$ cat config.mk
export PLATFORM = sky130hd
export DESIGN_NAME = sobel_axis_egress_flat
export DESIGN_NICKNAME = d
export VERILOG_FILES = /design/src/rtl/sobel_axis_egress_pkg.sv /design/src/rtl/sobel_axis_egress_if.sv /design/src/rtl/sobel_axis_egress_sync_fifo_fwft.sv /design/src/rtl/sobel_axis_egress.sv /design/src/flat_wrapper.sv
export SDC_FILE = /design/constraint.sdc
export NUM_CORES = 2
export LEC_CHECK = 0
export BUFFER_PORTS_ARGS = -buffer_cell sky130_fd_sc_hd__buf_2
export CORE_MARGIN = 2
export CORE_UTILIZATION = 35
export CTS_CLUSTER_SIZE = 10
export DETAILED_ROUTE_END_ITERATION = 12
export SYNTH_ARGS = -nofsm -noshare
export SYNTH_HDL_FRONTEND = slang
export SYNTH_SLANG_ARGS = --single-unit
$ cat constraint.sdc
create_clock -name clk -period 14.62 [get_ports clk]
set_input_delay 0.731 -clock clk [delete_from_list [all_inputs] [get_ports clk]]
set_output_delay 0.731 -clock clk [all_outputs]
set_load 0.005 [all_outputs]
$ cat src/rtl/sobel_axis_egress_pkg.sv
// Shared definitions for the Sobel egress controller and the conv stage it wraps:
// frame geometry helpers, counter widths and the controller state encoding.
package sobel_axis_egress_pkg;

    localparam int DEF_PIXELS_PER_BEAT = 16;
    localparam int DEF_IMAGE_DIM       = 512;
    localparam int DEF_DATA_WIDTH      = 8 * DEF_PIXELS_PER_BEAT;

    typedef enum logic [1:0] {
        ST_STREAM  = 2'd0,
        ST_FLUSH   = 2'd1,
        ST_REALIGN = 2'd2
    } egress_state_t;

    function automatic int beats_per_row(input int image_dim, input int pixels_per_beat);
        return image_dim / pixels_per_beat;
    endfunction

    function automatic int frame_beats(input int image_dim, input int pixels_per_beat);
        return image_dim * beats_per_row(image_dim, pixels_per_beat);
    endfunction

    // Width of a counter holding 0..n-1, never narrower than one bit
    function automatic int cnt_width(input int n);
        return (n > 1) ? $clog2(n) : 1;
    endfunction

endpackage

$ cat src/rtl/sobel_axis_egress_if.sv
// Stream-side handshake bundle of the egress controller: upstream valid/ready
// toward the conv input and the AXI-Stream magnitude output.
interface sobel_axis_egress_if
    import sobel_axis_egress_pkg::*;
#(
    parameter int DATA_WIDTH = DEF_DATA_WIDTH
);
    logic                  s_axis_tvalid;
    logic                  s_axis_tready;
    logic [DATA_WIDTH-1:0] m_axis_tdata;
    logic                  m_axis_tvalid;
    logic                  m_axis_tready;
    logic                  m_axis_tlast;
    logic                  m_axis_tuser;

    modport master (
        input  s_axis_tvalid,
        output s_axis_tready,
        output m_axis_tdata,
        output m_axis_tvalid,
        input  m_axis_tready,
        output m_axis_tlast,
        output m_axis_tuser
    );

    modport slave (
        output s_axis_tvalid,
        input  s_axis_tready,
        input  m_axis_tdata,
        input  m_axis_tvalid,
        output m_axis_tready,
        input  m_axis_tlast,
        input  m_axis_tuser
    );
endinterface

$ cat src/rtl/sobel_axis_egress_sync_fifo_fwft.sv
// First-word-fall-through synchronous FIFO with occupancy output; the caller
// guarantees no write when full without a simultaneous read, and no read when empty.
module sobel_axis_egress_sync_fifo_fwft #(
    parameter int WIDTH = 128,
    parameter int DEPTH = 16
) (
    input  logic                   clk,
    input  logic                   aresetn,
    input  logic                   wr_en,
    input  logic [WIDTH-1:0]       wr_data,
    input  logic                   rd_en,
    output logic [WIDTH-1:0]       rd_data,
    output logic [$clog2(DEPTH):0] count
);
    localparam int AW = $clog2(DEPTH);

    logic [WIDTH-1:0] mem_r [DEPTH];
    logic [AW-1:0]    wr_ptr_r;
    logic [AW-1:0]    rd_ptr_r;
    logic [AW:0]      count_r;

    // Storage array, no reset needed on data
    always_ff @(posedge clk) begin
        if (wr_en) begin
            mem_r[wr_ptr_r] <= wr_data;
        end
    end

    // Pointers and occupancy
    always_ff @(posedge clk or negedge aresetn) begin
        if (!aresetn) begin
            wr_ptr_r <= '0;
            rd_ptr_r <= '0;
            count_r  <= '0;
        end else begin
            if (wr_en) begin
                wr_ptr_r <= wr_ptr_r + 1'b1;
            end
            if (rd_en) begin
                rd_ptr_r <= rd_ptr_r + 1'b1;
            end
            case ({wr_en, rd_en})
                2'b10:   count_r <= count_r + 1'b1;
                2'b01:   count_r <= count_r - 1'b1;
                default: count_r <= count_r;
            endcase
        end
    end

    assign rd_data = mem_r[rd_ptr_r];
    assign count   = count_r;

endmodule

$ cat src/rtl/sobel_axis_egress.sv
// Stream controller around the Sobel conv stage: drives its stall, tags beats through
// its fixed-latency pipeline, buffers results and emits AXI-Stream with TLAST/TUSER.
module sobel_axis_egress
    import sobel_axis_egress_pkg::*;
#(
    parameter int PIXELS_PER_BEAT = DEF_PIXELS_PER_BEAT,
    parameter int IMAGE_DIM       = DEF_IMAGE_DIM,
    parameter int DATA_WIDTH      = 8 * PIXELS_PER_BEAT,
    parameter int PIPE_LATENCY    = 8,
    parameter int FIFO_DEPTH      = 16
) (
    input  logic                  clk,
    input  logic                  aresetn,
    sobel_axis_egress_if.master   axis,
    output logic                  stall,
    output logic                  conv_aresetn,
    input  logic [DATA_WIDTH-1:0] pix_frame
);
    localparam int BPR         = beats_per_row(IMAGE_DIM, PIXELS_PER_BEAT);
    localparam int FRAME_BEATS = frame_beats(IMAGE_DIM, PIXELS_PER_BEAT);
    localparam int IN_W        = cnt_width(FRAME_BEATS);
    localparam int FL_W        = cnt_width(PIPE_LATENCY);
    localparam int COL_W       = cnt_width(BPR);
    localparam int ROW_W       = cnt_width(IMAGE_DIM);
    localparam int CNT_W       = $clog2(FIFO_DEPTH) + 1;

    localparam logic [IN_W-1:0]  IN_LAST   = IN_W'(FRAME_BEATS - 1);
    localparam logic [FL_W-1:0]  FL_LAST   = FL_W'(PIPE_LATENCY - 1);
    localparam logic [COL_W-1:0] COL_LAST  = COL_W'(BPR - 1);
    localparam logic [ROW_W-1:0] ROW_LAST  = ROW_W'(IMAGE_DIM - 1);
    localparam logic [CNT_W-1:0] FIFO_FULL = CNT_W'(FIFO_DEPTH);

    egress_state_t           state_r;
    logic [IN_W-1:0]         in_cnt_r;
    logic [FL_W-1:0]         flush_cnt_r;
    logic [PIPE_LATENCY-1:0] tag_r;
    logic                    conv_rstn_r;
    logic [COL_W-1:0]        out_col_r;
    logic [ROW_W-1:0]        out_row_r;

    logic [CNT_W-1:0]        fifo_count_s;
    logic [DATA_WIDTH-1:0]   fifo_data_s;
    logic                    fifo_valid_s;
    logic                    pop_s;
    logic                    push_s;
    logic                    full_blk_s;
    logic                    want_s;
    logic                    advance_s;

    // Advance decision; conv_rstn_r low covers both reset and the realign cycle
    always_comb begin
        fifo_valid_s = (fifo_count_s != {CNT_W{1'b0}});
        pop_s        = fifo_valid_s & axis.m_axis_tready;
        full_blk_s   = (fifo_count_s == FIFO_FULL) & ~pop_s;
        case (state_r)
            ST_STREAM: want_s = axis.s_axis_tvalid;
            ST_FLUSH:  want_s = 1'b1;
            default:   want_s = 1'b0;
        endcase
        advance_s = conv_rstn_r & ~full_blk_s & want_s;
        push_s    = advance_s & tag_r[PIPE_LATENCY-1];
    end

    assign stall              = ~advance_s;
    assign conv_aresetn       = conv_rstn_r;
    assign axis.s_axis_tready = (state_r == ST_STREAM) & advance_s;

    // Frame sequencing: stream a frame, flush the conv pipeline, then pulse its reset
    always_ff @(posedge clk or negedge aresetn) begin
        if (!aresetn) begin
            state_r     <= ST_STREAM;
            in_cnt_r    <= '0;
            flush_cnt_r <= '0;
            conv_rstn_r <= 1'b0;
        end else begin
            conv_rstn_r <= 1'b1;
            case (state_r)
                ST_STREAM: begin
                    if (advance_s) begin
                        if (in_cnt_r == IN_LAST) begin
                            in_cnt_r <= '0;
                            state_r  <= ST_FLUSH;
                        end else begin
                            in_cnt_r <= in_cnt_r + 1'b1;
                        end
                    end
                end
                ST_FLUSH: begin
                    if (advance_s) begin
                        if (flush_cnt_r == FL_LAST) begin
                            flush_cnt_r <= '0;
                            state_r     <= ST_REALIGN;
                            conv_rstn_r <= 1'b0;
                        end else begin
                            flush_cnt_r <= flush_cnt_r + 1'b1;
                        end
                    end
                end
                ST_REALIGN: state_r <= ST_STREAM;
                default:    state_r <= ST_STREAM;
            endcase
        end
    end

    // Tag line mirrors the conv pipeline: a 1 marks a real frame beat, 0 a flush bubble
    always_ff @(posedge clk or negedge aresetn) begin
        if (!aresetn) begin
            tag_r <= '0;
        end else if (state_r == ST_REALIGN) begin
            tag_r <= '0;
        end else if (advance_s) begin
            tag_r[0] <= (state_r == ST_STREAM);
            for (int i = 1; i < PIPE_LATENCY; i++) begin
                tag_r[i] <= tag_r[i-1];
            end
        end
    end

    // Row/column position of the beat currently at the FIFO head
    always_ff @(posedge clk or negedge aresetn) begin
        if (!aresetn) begin
            out_col_r <= '0;
            out_row_r <= '0;
        end else if (pop_s) begin
            if (out_col_r == COL_LAST) begin
                out_col_r <= '0;
                out_row_r <= (out_row_r == ROW_LAST) ? '0 : out_row_r + 1'b1;
            end else begin
                out_col_r <= out_col_r + 1'b1;
            end
        end
    end

    sobel_axis_egress_sync_fifo_fwft #(
        .WIDTH (DATA_WIDTH),
        .DEPTH (FIFO_DEPTH)
    ) u_fifo (
        .clk     (clk),
        .aresetn (aresetn),
        .wr_en   (push_s),
        .wr_data (pix_frame),
        .rd_en   (pop_s),
        .rd_data (fifo_data_s),
        .count   (fifo_count_s)
    );

    assign axis.m_axis_tdata  = fifo_data_s;
    assign axis.m_axis_tvalid = fifo_valid_s;
    assign axis.m_axis_tlast  = fifo_valid_s & (out_col_r == COL_LAST);
    assign axis.m_axis_tuser  = fifo_valid_s & (out_col_r == {COL_W{1'b0}}) & (out_row_r == {ROW_W{1'b0}});

endmodule

$ cat src/flat_wrapper.sv
// flat-port wrapper written by rule: the top's interface ports become plain ports
module sobel_axis_egress_flat import sobel_axis_egress_pkg::*;
#(
    parameter int PIXELS_PER_BEAT = DEF_PIXELS_PER_BEAT,
    parameter int IMAGE_DIM       = DEF_IMAGE_DIM,
    parameter int DATA_WIDTH      = 8 * PIXELS_PER_BEAT,
    parameter int PIPE_LATENCY    = 8,
    parameter int FIFO_DEPTH      = 16
)
  (clk, aresetn, stall, conv_aresetn, pix_frame, axis_s_axis_tvalid, axis_s_axis_tready, axis_m_axis_tdata, axis_m_axis_tvalid, axis_m_axis_tready, axis_m_axis_tlast, axis_m_axis_tuser);
  sobel_axis_egress_if #(.DATA_WIDTH(DATA_WIDTH)) axis_i ();
  input  logic clk;
  input  logic aresetn;
  output logic stall;
  output logic conv_aresetn;
  input  logic [DATA_WIDTH-1:0] pix_frame;
  input wire logic [$bits(axis_i.s_axis_tvalid)-1:0] axis_s_axis_tvalid;
  output wire logic [$bits(axis_i.s_axis_tready)-1:0] axis_s_axis_tready;
  output wire logic [$bits(axis_i.m_axis_tdata)-1:0] axis_m_axis_tdata;
  output wire logic [$bits(axis_i.m_axis_tvalid)-1:0] axis_m_axis_tvalid;
  input wire logic [$bits(axis_i.m_axis_tready)-1:0] axis_m_axis_tready;
  output wire logic [$bits(axis_i.m_axis_tlast)-1:0] axis_m_axis_tlast;
  output wire logic [$bits(axis_i.m_axis_tuser)-1:0] axis_m_axis_tuser;
  assign axis_i.s_axis_tvalid = axis_s_axis_tvalid;
  assign axis_s_axis_tready = axis_i.s_axis_tready;
  assign axis_m_axis_tdata = axis_i.m_axis_tdata;
  assign axis_m_axis_tvalid = axis_i.m_axis_tvalid;
  assign axis_i.m_axis_tready = axis_m_axis_tready;
  assign axis_m_axis_tlast = axis_i.m_axis_tlast;
  assign axis_m_axis_tuser = axis_i.m_axis_tuser;
  sobel_axis_egress #(.PIXELS_PER_BEAT(PIXELS_PER_BEAT), .IMAGE_DIM(IMAGE_DIM), .DATA_WIDTH(DATA_WIDTH), .PIPE_LATENCY(PIPE_LATENCY), .FIFO_DEPTH(FIFO_DEPTH)) u_core (.clk(clk), .aresetn(aresetn), .axis(axis_i), .stall(stall), .conv_aresetn(conv_aresetn), .pix_frame(pix_frame));
endmodule
==> run metrics <==
status=complete, no violations; fmax=between 150 and 200 MHz; final period utilization=between 40% and 50%; Synth cell types=52; dpl cell area=around 85000 µm²; P_sw=between 0.004 and 0.005 W; Top FF cell, synth=edfxtp_1; Post-Place Worst Slack=just over 9 ns; leakage=a little under 30 nW; worst r2r dst=u_core.u_fifo.mem_r[11][52]$_DFFE_PP_; post-placement cell count=6658; Final setup viols=0; gr ovfl total=0; Core ar.=between 200000 and 250000 µm²; setup repair after global routing missed its margin=no; Maximum Capacitance Violations=0; Die ar.=231000 µm²; critical path's slowest cell=buf_4; Final GP Congestion=between 0.7 and 0.8; leading area contributor after synthesis=edfxtp_1; initial antenna violation count=74; Skew-Pair Late Insertion Delay=just under 0.9 ns; Yosys reg bits=around 2100; Via density=roughly 5.4; row count=about 170; ANT nets after route=0; CTS H-Tree Depth=4; total power density per cell area=roughly 180 nW/µm²; cells on worst reg2reg path=7; proportion of layout cells with a drive suffix above 1=28.3%; CTS clk-pin slew, worst paths=about 0.060 ns; Clk network pwr share=between 30% and 40%; crit-path max cell delay=~0.84 ns; Synth Cell Area=roughly 79000 µm²; FF-to-FF Start=u_core.u_fifo.count[4]$_DFFE_PN0P_; Net count, final=around 4100; DR WL/cell=between 20 and 30 µm; Port Buffer Count=roughly 270; cell mode on critical path=buf_4; switch share=around 30%; vias in the first global route=slightly below 40000; type of the most critical hold path=input pin to asynchronous set/reset pin; Critical Path Sink=axis_m_axis_tdata[40]; Slew Limit Fails=0; worst path arrival time=approximately 5.4 ns; Starting Density=between 30% and 40%; CP endpoint kind=output port; clk_skew=around 0.058 ns; sequential area share after synthesis=79.2%; Setup TNS Final=0 ns; crit path from=u_core.u_fifo.rd_ptr_r[0]$_DFFE_PN0P_; Period minus WS final=a little over 6 ns; CTS tree=yes; yosys warns=0; share of power burned in registers=a little over two fifths; die width=480 µm; Clock Sinks=2103; clock root buffer=clkbuf_16; Worst VDD drop=around 0.18 mV; Layout area overhead=14.9%; crit path max fanout=85; Logic pwr share=26.5%; Post-Layout Cell Count=~7000; CP required=~14 ns; post-CTS setup buffers=0; DRT iter0 DRCs=3954; Pint=around 0.012 W; DRC=0; endpoints failing hold=0; Post-Syn Area per Cell=approximately 23 µm²; area share of the largest cell type after synthesis=77.5%; Post-Syn Instances=approximately 3500; Final HPWL DP=just under 100000 µm; Clock Tree Buf Depth=3; ranking of synthesized cells by area=edfxtp_1 (77%), mux4_2 (14%), a22oi_1 (2.6%); first-pass GRT wire length=between 200000 and 300000 µm; post-cts resize count=0; setup ws final=about 8.5 ns; kind of critical path=flip-flop to output port; WHS=0.0714 ns; crit-path cells=buf_4 > buf_12 > buf_4 > mux4_2 > a22oi_1 > nand2_1 > buf_2; largest net degree at the start of global routing=119; DRT Pass-1 Iters=7; final instance area=around 91000 µm²; Slew @ Worst Pin=between 1 and 1.5 ns; crit start category=flip-flop; ys async rst share=about 2.6%; gr usage total=approximately 17%; EDFF count, synth=2048; num ports=approximately 270; Slew HR=22.2%; Post-CTS Hold Buffers=0; Inserted Clock Buffers=roughly 240; Synth Net Count=3664; final WL=just under 200000 µm; via count=between 30000 and 40000; Die Ht=just under 500 µm; R2R Setup Slk=between 10 and 15 ns
worst min-delay path by stage:
stage | depth (start not counted) | to | slack [ns]
floorplan | 1 | u_core.in_cnt_r[8]$_DFFE_PN0P_ | 0.43
global placement | 1 | u_core.in_cnt_r[8]$_DFFE_PN0P_ | 0.46
detailed placement | 1 | u_core.in_cnt_r[8]$_DFFE_PN0P_ | 0.46
CTS | 2 | u_core.u_fifo.rd_ptr_r[3]$_DFFE_PN0P_ | 0.03
global route | 2 | u_core.out_row_r[7]$_DFFE_PN0P_ | 0.1
finish | 2 | u_core.out_row_r[7]$_DFFE_PN0P_ | 0.07
flip-flops by register name (all words and copies together) (netlist names):
register,cells
u_core.conv_aresetn,1
u_core.in_cnt_r,14
u_core.u_fifo.mem_r,2048
u_core.tag_r,8
u_core.state_r,2
u_core.u_fifo.wr_ptr_r,4
u_core.flush_cnt_r,3
u_core.u_fifo.rd_ptr_r,4
u_core.u_fifo.count,5
u_core.out_col_r,5
u_core.out_row_r,9
cell usage after synthesis (all sizes together), types with 3 or more instances:
cell    instances
a21oi           6
a22oi         274
and2            6
and3            5
and4            4
buf            98
clkbuf         91
dfrtp          55
edfxtp       2048
ha             17
inv            10
mux2            6
mux2i          73
mux4          476
nand2         170
nand2b          9
nand3          35
nand4           3
nor2           29
nor2b          10
nor3            9
nor4            5
o21ai          25
o31ai           8
xnor2          11
xor2            9
area by class of cell:
type | count | area [µm²]
fill | 19700 | 134000
sequential | 2103 | 62900
multi-input combinational | 1213 | 15800
clock buffer | 287 | 6180
tap | 2992 | 3740
timing repair buffer | 340 | 2030
clock inverter | 27 | 470
inverter | 10 | 37.5
antenna | 12 | 30.0
cells in the final DEF, fill, tap and decap left out, types with 6 or more instances in the layout:
cell type,n
edfxtp_1,2048
mux4_2,476
a22oi_1,274
buf_2,265
clkbuf_16,239
nand2_1,170
mux2i_1,73
buf_4,64
dfrtp_1,51
clkbuf_1,46
nand3_1,35
o21ai_0,23
ha_1,17
nor2_4,15
nor2_1,13
diode_2,12
xnor2_1,11
buf_12,11
clkinv_16,10
nand2b_1,9
xor2_1,9
inv_1,8
o31ai_1,8
a21oi_1,6
power groups by stage:
stage | sequential [W] | clock (W) | combinational, W
6_report | 0.00698 | 0.00523 | 0.00441
5_1_grt | 0.00700 | 0.00559 | 0.00477
4_1_cts | 0.00698 | 0.00535 | 0.00454
3_5_place_dp | 0.00711 | 0 | 0.00453
3_3_place_gp | 0.00710 | 0 | 0.00452
2_1_floorplan | 0.00701 | 0 | 0.00286
critical path: cells and delay by family, from the launching register on:
kind | cells | cell delay, ns
mux | 1 | 0.60
simple gates | 1 | 0.16
compound gates | 1 | 0.24
flops | 1 | 0.81
buf+inv | 4 | 2.40
cell families (layout without fill, tap and decap cells):
group	Yosys count	in the layout	share of synthesized area, %
AO/OA/AOI/OAI	326	326	3.04
flip-flops	2103	2103	79.2
adder cells (fa/ha/maj)	17	17	0.268
other	0	12	0
multiplexers	555	555	14.5
AND/OR/NAND/NOR	295	295	1.68
XOR/XNOR	20	20	0.221
buffers and inverters	199	664	1.09
per-layer routing:
metal	part of all wire [%]	GRT usage [%]	vias to the layer above
met1	41	22.7	20500
li1	-	-	15600
met2	49	27.7	1262
met5	0.16	0	-
met4	3.2	5.81	54
met3	6.5	3.65	386
per-stage QoR:
stage | total power [W] | util, %
2_1_floorplan | 0.00987 | -
3_3_place_gp | 0.0116 | 37.5
3_5_place_dp | 0.0116 | 37.5
4_1_cts | 0.0169 | 40.5
5_1_grt | 0.0174 | 40.5
6_report | 0.0166 | 40.5
No activity file was read; power rests on OpenSTA's default activity.
